<file path="config.mk">
export PLATFORM = sky130hd
export DESIGN_NAME = alu_arbiter
export DESIGN_NICKNAME = d
export VERILOG_FILES = /design/src/rtl/alu_arbiter.sv
export SDC_FILE = /design/constraint.sdc
export NUM_CORES = 1
export LEC_CHECK = 0
export ABC_CLOCK_PERIOD_IN_PS = 1600
export CAP_MARGIN = 25
export CORE_MARGIN = 3
export CORE_UTILIZATION = 30
export CTS_BUF_LIST = sky130_fd_sc_hd__clkbuf_4
export CTS_CLUSTER_DIAMETER = 100
export DETAILED_ROUTE_END_ITERATION = 16
export GPL_TIMING_DRIVEN = 0
export MAX_ROUTING_LAYER = met4
export PLACE_DENSITY = 0.68
export SLEW_MARGIN = 20
export SYNTH_ARGS = -nofsm -noshare
export SYNTH_HDL_FRONTEND = slang
export SYNTH_SLANG_ARGS = --single-unit
</file>
<file path="constraint.sdc">
create_clock -name clk -period 1.6 [get_ports clk]
set_input_delay 0.16 -clock clk [delete_from_list [all_inputs] [get_ports clk]]
set_output_delay 0.16 -clock clk [all_outputs]
set_load 0.005 [all_outputs]
</file>
<file path="src/rtl/alu_arbiter.sv">
// alu_arbiter: two-port round-robin sequencer in front of one shared ALU.
// One operation in flight: IDLE accepts, EXEC drives the ALU, RESP returns.
module alu_arbiter #(
    parameter int WIDTH = 32,
    parameter int OPW   = 4
) (
    input  logic             clk,
    input  logic             rst_n,
    input  logic             req0_valid,
    output logic             req0_ready,
    input  logic [OPW-1:0]   req0_op,
    input  logic [WIDTH-1:0] req0_a,
    input  logic [WIDTH-1:0] req0_b,
    output logic             rsp0_valid,
    input  logic             rsp0_ready,
    input  logic             req1_valid,
    output logic             req1_ready,
    input  logic [OPW-1:0]   req1_op,
    input  logic [WIDTH-1:0] req1_a,
    input  logic [WIDTH-1:0] req1_b,
    output logic             rsp1_valid,
    input  logic             rsp1_ready,
    output logic [WIDTH-1:0] rsp_data,
    output logic             rsp_zf,
    output logic             rsp_err,
    output logic [WIDTH-1:0] alu_data1,
    output logic [WIDTH-1:0] alu_data2,
    output logic [OPW-1:0]   alu_op,
    input  logic [WIDTH-1:0] alu_dataOut,
    input  logic             alu_zf,
    output logic             busy
);

    typedef enum logic [1:0] {
        S_IDLE = 2'd0,
        S_EXEC = 2'd1,
        S_RESP = 2'd2
    } state_t;

    localparam logic [OPW-1:0] OP_AND = OPW'(0);
    localparam logic [OPW-1:0] OP_OR  = OPW'(1);
    localparam logic [OPW-1:0] OP_ADD = OPW'(2);
    localparam logic [OPW-1:0] OP_SUB = OPW'(6);
    localparam logic [OPW-1:0] OP_SLT = OPW'(7);
    localparam logic [OPW-1:0] OP_NOR = OPW'(12);

    state_t           r_state;
    logic             r_last_grant;
    logic             r_owner;
    logic [OPW-1:0]   r_op;
    logic [WIDTH-1:0] r_a;
    logic [WIDTH-1:0] r_b;
    logic [WIDTH-1:0] r_data;
    logic             r_zf;
    logic             r_err;
    logic             r_rsp0_valid;
    logic             r_rsp1_valid;
    logic             r_busy;

    logic w_idle;
    logic w_grant0;
    logic w_grant1;
    logic w_accept;
    logic w_rsp_done;
    logic w_legal;

    assign w_idle = (r_state == S_IDLE);

    // On contention the port that did not complete last wins.
    assign w_grant0 = req0_valid & (~req1_valid | r_last_grant);
    assign w_grant1 = req1_valid & (~req0_valid | ~r_last_grant);
    assign w_accept = w_idle & (w_grant0 | w_grant1);

    assign w_rsp_done = (r_rsp0_valid & rsp0_ready)
                      | (r_rsp1_valid & rsp1_ready);

    always_comb begin
        case (r_op)
            OP_AND, OP_OR, OP_ADD,
            OP_SUB, OP_SLT, OP_NOR: w_legal = 1'b1;
            default:                w_legal = 1'b0;
        endcase
    end

    always_ff @(posedge clk or negedge rst_n) begin
        if (!rst_n) begin
            r_state      <= S_IDLE;
            r_last_grant <= 1'b1;
            r_owner      <= 1'b0;
            r_op         <= '0;
            r_a          <= '0;
            r_b          <= '0;
            r_data       <= '0;
            r_zf         <= 1'b0;
            r_err        <= 1'b0;
            r_rsp0_valid <= 1'b0;
            r_rsp1_valid <= 1'b0;
            r_busy       <= 1'b0;
        end else begin
            case (r_state)
                S_IDLE: begin
                    if (w_accept) begin
                        r_owner <= w_grant1;
                        r_op    <= w_grant1 ? req1_op : req0_op;
                        r_a     <= w_grant1 ? req1_a  : req0_a;
                        r_b     <= w_grant1 ? req1_b  : req0_b;
                        r_busy  <= 1'b1;
                        r_state <= S_EXEC;
                    end
                end
                S_EXEC: begin
                    r_data       <= alu_dataOut;
                    r_zf         <= alu_zf;
                    r_err        <= ~w_legal;
                    r_rsp0_valid <= ~r_owner;
                    r_rsp1_valid <= r_owner;
                    r_state      <= S_RESP;
                end
                S_RESP: begin
                    if (w_rsp_done) begin
                        r_rsp0_valid <= 1'b0;
                        r_rsp1_valid <= 1'b0;
                        r_busy       <= 1'b0;
                        r_last_grant <= r_owner;
                        r_state      <= S_IDLE;
                    end
                end
                default: begin
                    r_state <= S_IDLE;
                end
            endcase
        end
    end

    assign req0_ready = w_idle & w_grant0;
    assign req1_ready = w_idle & w_grant1;
    assign rsp0_valid = r_rsp0_valid;
    assign rsp1_valid = r_rsp1_valid;
    assign rsp_data   = r_data;
    assign rsp_zf     = r_zf;
    assign rsp_err    = r_err;
    assign alu_data1  = r_a;
    assign alu_data2  = r_b;
    assign alu_op     = r_op;
    assign busy       = r_busy;

endmodule

</file>
==> qor.tcl <==
set qor(post_route_minimum_period_ns) 1.85
set qor(ys.flop_type) {sky130_fd_sc_hd__dfrtp_1}
set qor(timing.fmax_mhz) 542
set qor(antenna_left) 0
set qor(drive_above_1_share_pct) 29.7
set qor(max-clock-path-buffers) 2
set qor(met1_wire_length_um) 6030
set qor(grt_antenna_before_repair) 1
set qor(route.met3.wl_um) 759
set qor(htree_levels) 3
set qor(synth.yosys.warnings) 0
set qor(switching_share_pct) 31.1
set qor(clk_latency_ns) 0.46
set qor(critical_path_peak_fanout) 9
set qor(die_width_um) 135
set qor(grt.overflow.total) 0
set qor(cts.clk_slew.worst_paths_ns) 0.17
set qor(power.combinational.fraction_pct) 53.5
set qor(fin_worst_skew_ns) 0.0158
set qor(utilization_pct) 54.5
set qor(iter_0_drt_violations) 125
set qor(post_drt_via_cell_ratio) 4.41
set qor(post_syn_instances) 396
set qor(run_status) {complete, but fails checks}
set qor(synthDominantAreaCellType) {sky130_fd_sc_hd__dfrtp_1}
set qor(min-delay-path-class) {in -> reg}
set qor(synthesis.area_um2) 5000
set qor(finish.instance_area_um2) 8780
set qor(r2r_cells) 7
set qor(routed_wl_um) 15300
set qor(pwr_density_cell_nw_per_um2) 1570
set qor(core_um2) 16100
set qor(grt_max_degree) 57
set qor(netlist.area_leader.share_pct) 54.1
set qor(floorplan.die.height_um) 135
set qor(hold_viol) 0
set qor(num-nets-final) 900
set qor(synth.area.top_cells) {sky130_fd_sc_hd__dfrtp_1 (54%), sky130_fd_sc_hd__mux2_2 (27%), sky130_fd_sc_hd__nand2_1 (7.7%)}
set qor(drv_slew) 0
set qor(grt_pass1_wl_um) 22800
set qor(tritoncts_clock_tree) {yes}
set qor(finalSetupViolations) 70
set qor(tritoncts.num_buffers) 9
set qor(num_rows) 46
set qor(detail_route.wl_per_cell_um) 16.1
set qor(hold_depth) 3
set qor(ir_worst_vdd_mv) 0.542
set qor(route.met2.wl_um) 8070
set qor(synth_most_common_cell) {sky130_fd_sc_hd__mux2_2}
set qor(seq_power_share_pct) 35.2
set qor(netlist-cell-type-count) 24
set qor(global_route.usage.total_pct) 16.6
set qor(power_switching_mw) 4.28
set qor(finish.cell_count_without_fillers) 947
set qor(crit_path_end_kind) {flop}
set qor(internal_mw) 9.50
set qor(max_slew.worst_pin.slew_ns) 0.544
set qor(max_cap_viol_count) 0
set qor(violated_checks) {negative setup slack}
set qor(cts_sink_count) 109
set qor(timing.critical_path.from_type) {flop}
set qor(final_critical_path_setup_slack_ns) -0.245
set qor(syn_nets) 571
set qor(worstPathRequired_ns) 1.97
set qor(cts_root_buf) {sky130_fd_sc_hd__clkbuf_4}
set qor(drc) 0
set qor(die_footprint_um2) 18300
set qor(period_share_pct) 115
set qor(routed-via-count) 4176
set qor(place_congestion) 0.837
set qor(synth_enable_flop_cells) 0
set qor(power.leakage_nw) 4.35
set qor(port_buffers) 281
set qor(postSynthRegisterBits) 109
set qor(timing.max_slew.rel_slack_pct) 63.7
set qor(dpl_wire_length_um) 11500
set qor(syn_to_final_growth_pct) 75.6
set qor(placedInstanceArea_um2) 8120
set qor(start_util_pct) 31.0
set qor(synth.avg_cell_area_um2) 12.6
set qor(synth.cells.most_frequent) {sky130_fd_sc_hd__mux2_2 (119), sky130_fd_sc_hd__dfrtp_1 (108), sky130_fd_sc_hd__nand2_1 (103)}
set qor(rsz0062_at_grt) {true}
set qor(post-place-cells) 894
set qor(yosysSeqAreaShare_pct) 54.6
set qor(synthArstFlopShare_pct) 100
set qor(grt_pass1_vias) 4382
set qor(drt_first_pass_iters) 4
set qor(design.portCount) 282
set qor(crit_type) {reg -> reg}
set qor(route.top_layer_used) {met4}
set qor(p_clk_share_pct) 11.3
set qor(worst_ep_arrival_time_ns) 2.21
kinds of logic after synthesis:
| family | share of synthesized area [%] |
|---|---|
| buffers and inverters | 2.70 |
| multiplexers | 32.2 |
| flip-flops | 54.6 |
| AND/OR/NAND/NOR | 9.08 |
| AO/OA/AOI/OAI | 1.43 |
registers in the layout, indices dropped and copies added, names as in the netlist, 2 cells and up:
name,cells
alu_data1,32
rsp_data,32
r_state,2
alu_op,4
alu_data2,32
placed cells by master, fill, tap and decap left out, drive strengths merged, types with 2 or more instances in the layout:
master         Yosys  layout
nand2b             2       2
clkinv             0       2
mux2             137     137
o21ai              2       2
clkdlybuf4s50      0     208
buf               16      53
bufinv             0       2
nor3               2       2
clkbuf             8      20
dlymetal6s2s       0      53
o21bai             2       2
o22ai              2       2
dlygate4sd2        0      17
nand2            103     103
nor2b              3       3
dfrtp            108     108
inv                2       3
critical path, stage by stage, from the launching register on:
cell and delay [ns]:
sky130_fd_sc_hd__dfstp_2 0.57, sky130_fd_sc_hd__a21bo_1 0.11, sky130_fd_sc_hd__buf_6 0.13, sky130_fd_sc_hd__buf_12 0.10, sky130_fd_sc_hd__buf_12 0.09, sky130_fd_sc_hd__buf_6 0.17, sky130_fd_sc_hd__mux2_4 0.32, sky130_fd_sc_hd__mux2_4 0.26
metrics by stage:
step	total power, mW	setup TNS [ns]	worst slack [ns]	hold slack (ns)
6_report	13.8	-11.96	-0.245	0.197
2_1_floorplan	7.96	-2.00	-0.0611	-0.136
5_1_grt	14.8	-16.32	-0.323	0.138
3_3_place_gp	11.9	-447.45	-3.88	0.461
4_1_cts	13.8	-15.51	-0.303	0.127
3_5_place_dp	12.1	-27.69	-0.639	0.168
per-layer routing:
metal / track usage, % / vias up
li1: - / 1999
met1: 19.1 / 2003
met2: 28.4 / 148
met3: 3.06 / 26
met4: 7.11 / 0
met5: - / -
power by group through the flow:
stage / clock, mW / sequential, mW / combinational [mW]
floorplan: 0 / 5.05 / 2.91
global placement: 0 / 4.95 / 6.95
detailed placement: 0 / 5.01 / 7.05
CTS: 1.66 / 4.89 / 7.27
global route: 1.74 / 5.02 / 8.02
finish: 1.56 / 4.85 / 7.37
area by class of cell:
type / instances / area (um2)
well taps: 216 / 270
fillers: 1400 / 7330
plain buffers: 23 / 194
clock buffers: 10 / 75.1
clock inverters: 6 / 85.1
inverters: 2 / 7.51
diodes: 1 / 2.50
repair buffers: 319 / 3260
flip-flops and latches: 109 / 2730
multi-input cells: 261 / 2150
final timing paths:
path	slack, ns	start	endpoint
worst max-delay path	-0.25	r_last_grant$_DFFE_PN1P_	alu_data2[19]$_DFFE_PN0P_
worst min-delay path	0.20	alu_dataOut[18]	rsp_data[18]$_DFFE_PN0P_
worst max register to register	-0.25	r_last_grant$_DFFE_PN1P_	alu_data2[19]$_DFFE_PN0P_
worst min register to register	0.49	rsp_data[9]$_DFFE_PN0P_	rsp_data[9]$_DFFE_PN0P_
max in group asynchronous	0.66	rst_n	r_last_grant$_DFFE_PN1P_
min in group asynchronous	0.21	rst_n	alu_data1[0]$_DFFE_PN0P_
what timing repair did:
item | CTS | global route
endpoints found under the setup margin | 103 | 150
hold buffers | 1 | 0
resized for setup | 42 | 71
hold endpoints to repair | 55 | 0
cloned | 1 | 1
buffers inserted | 13 | 21
No activity file was read; power rests on OpenSTA's default activity.
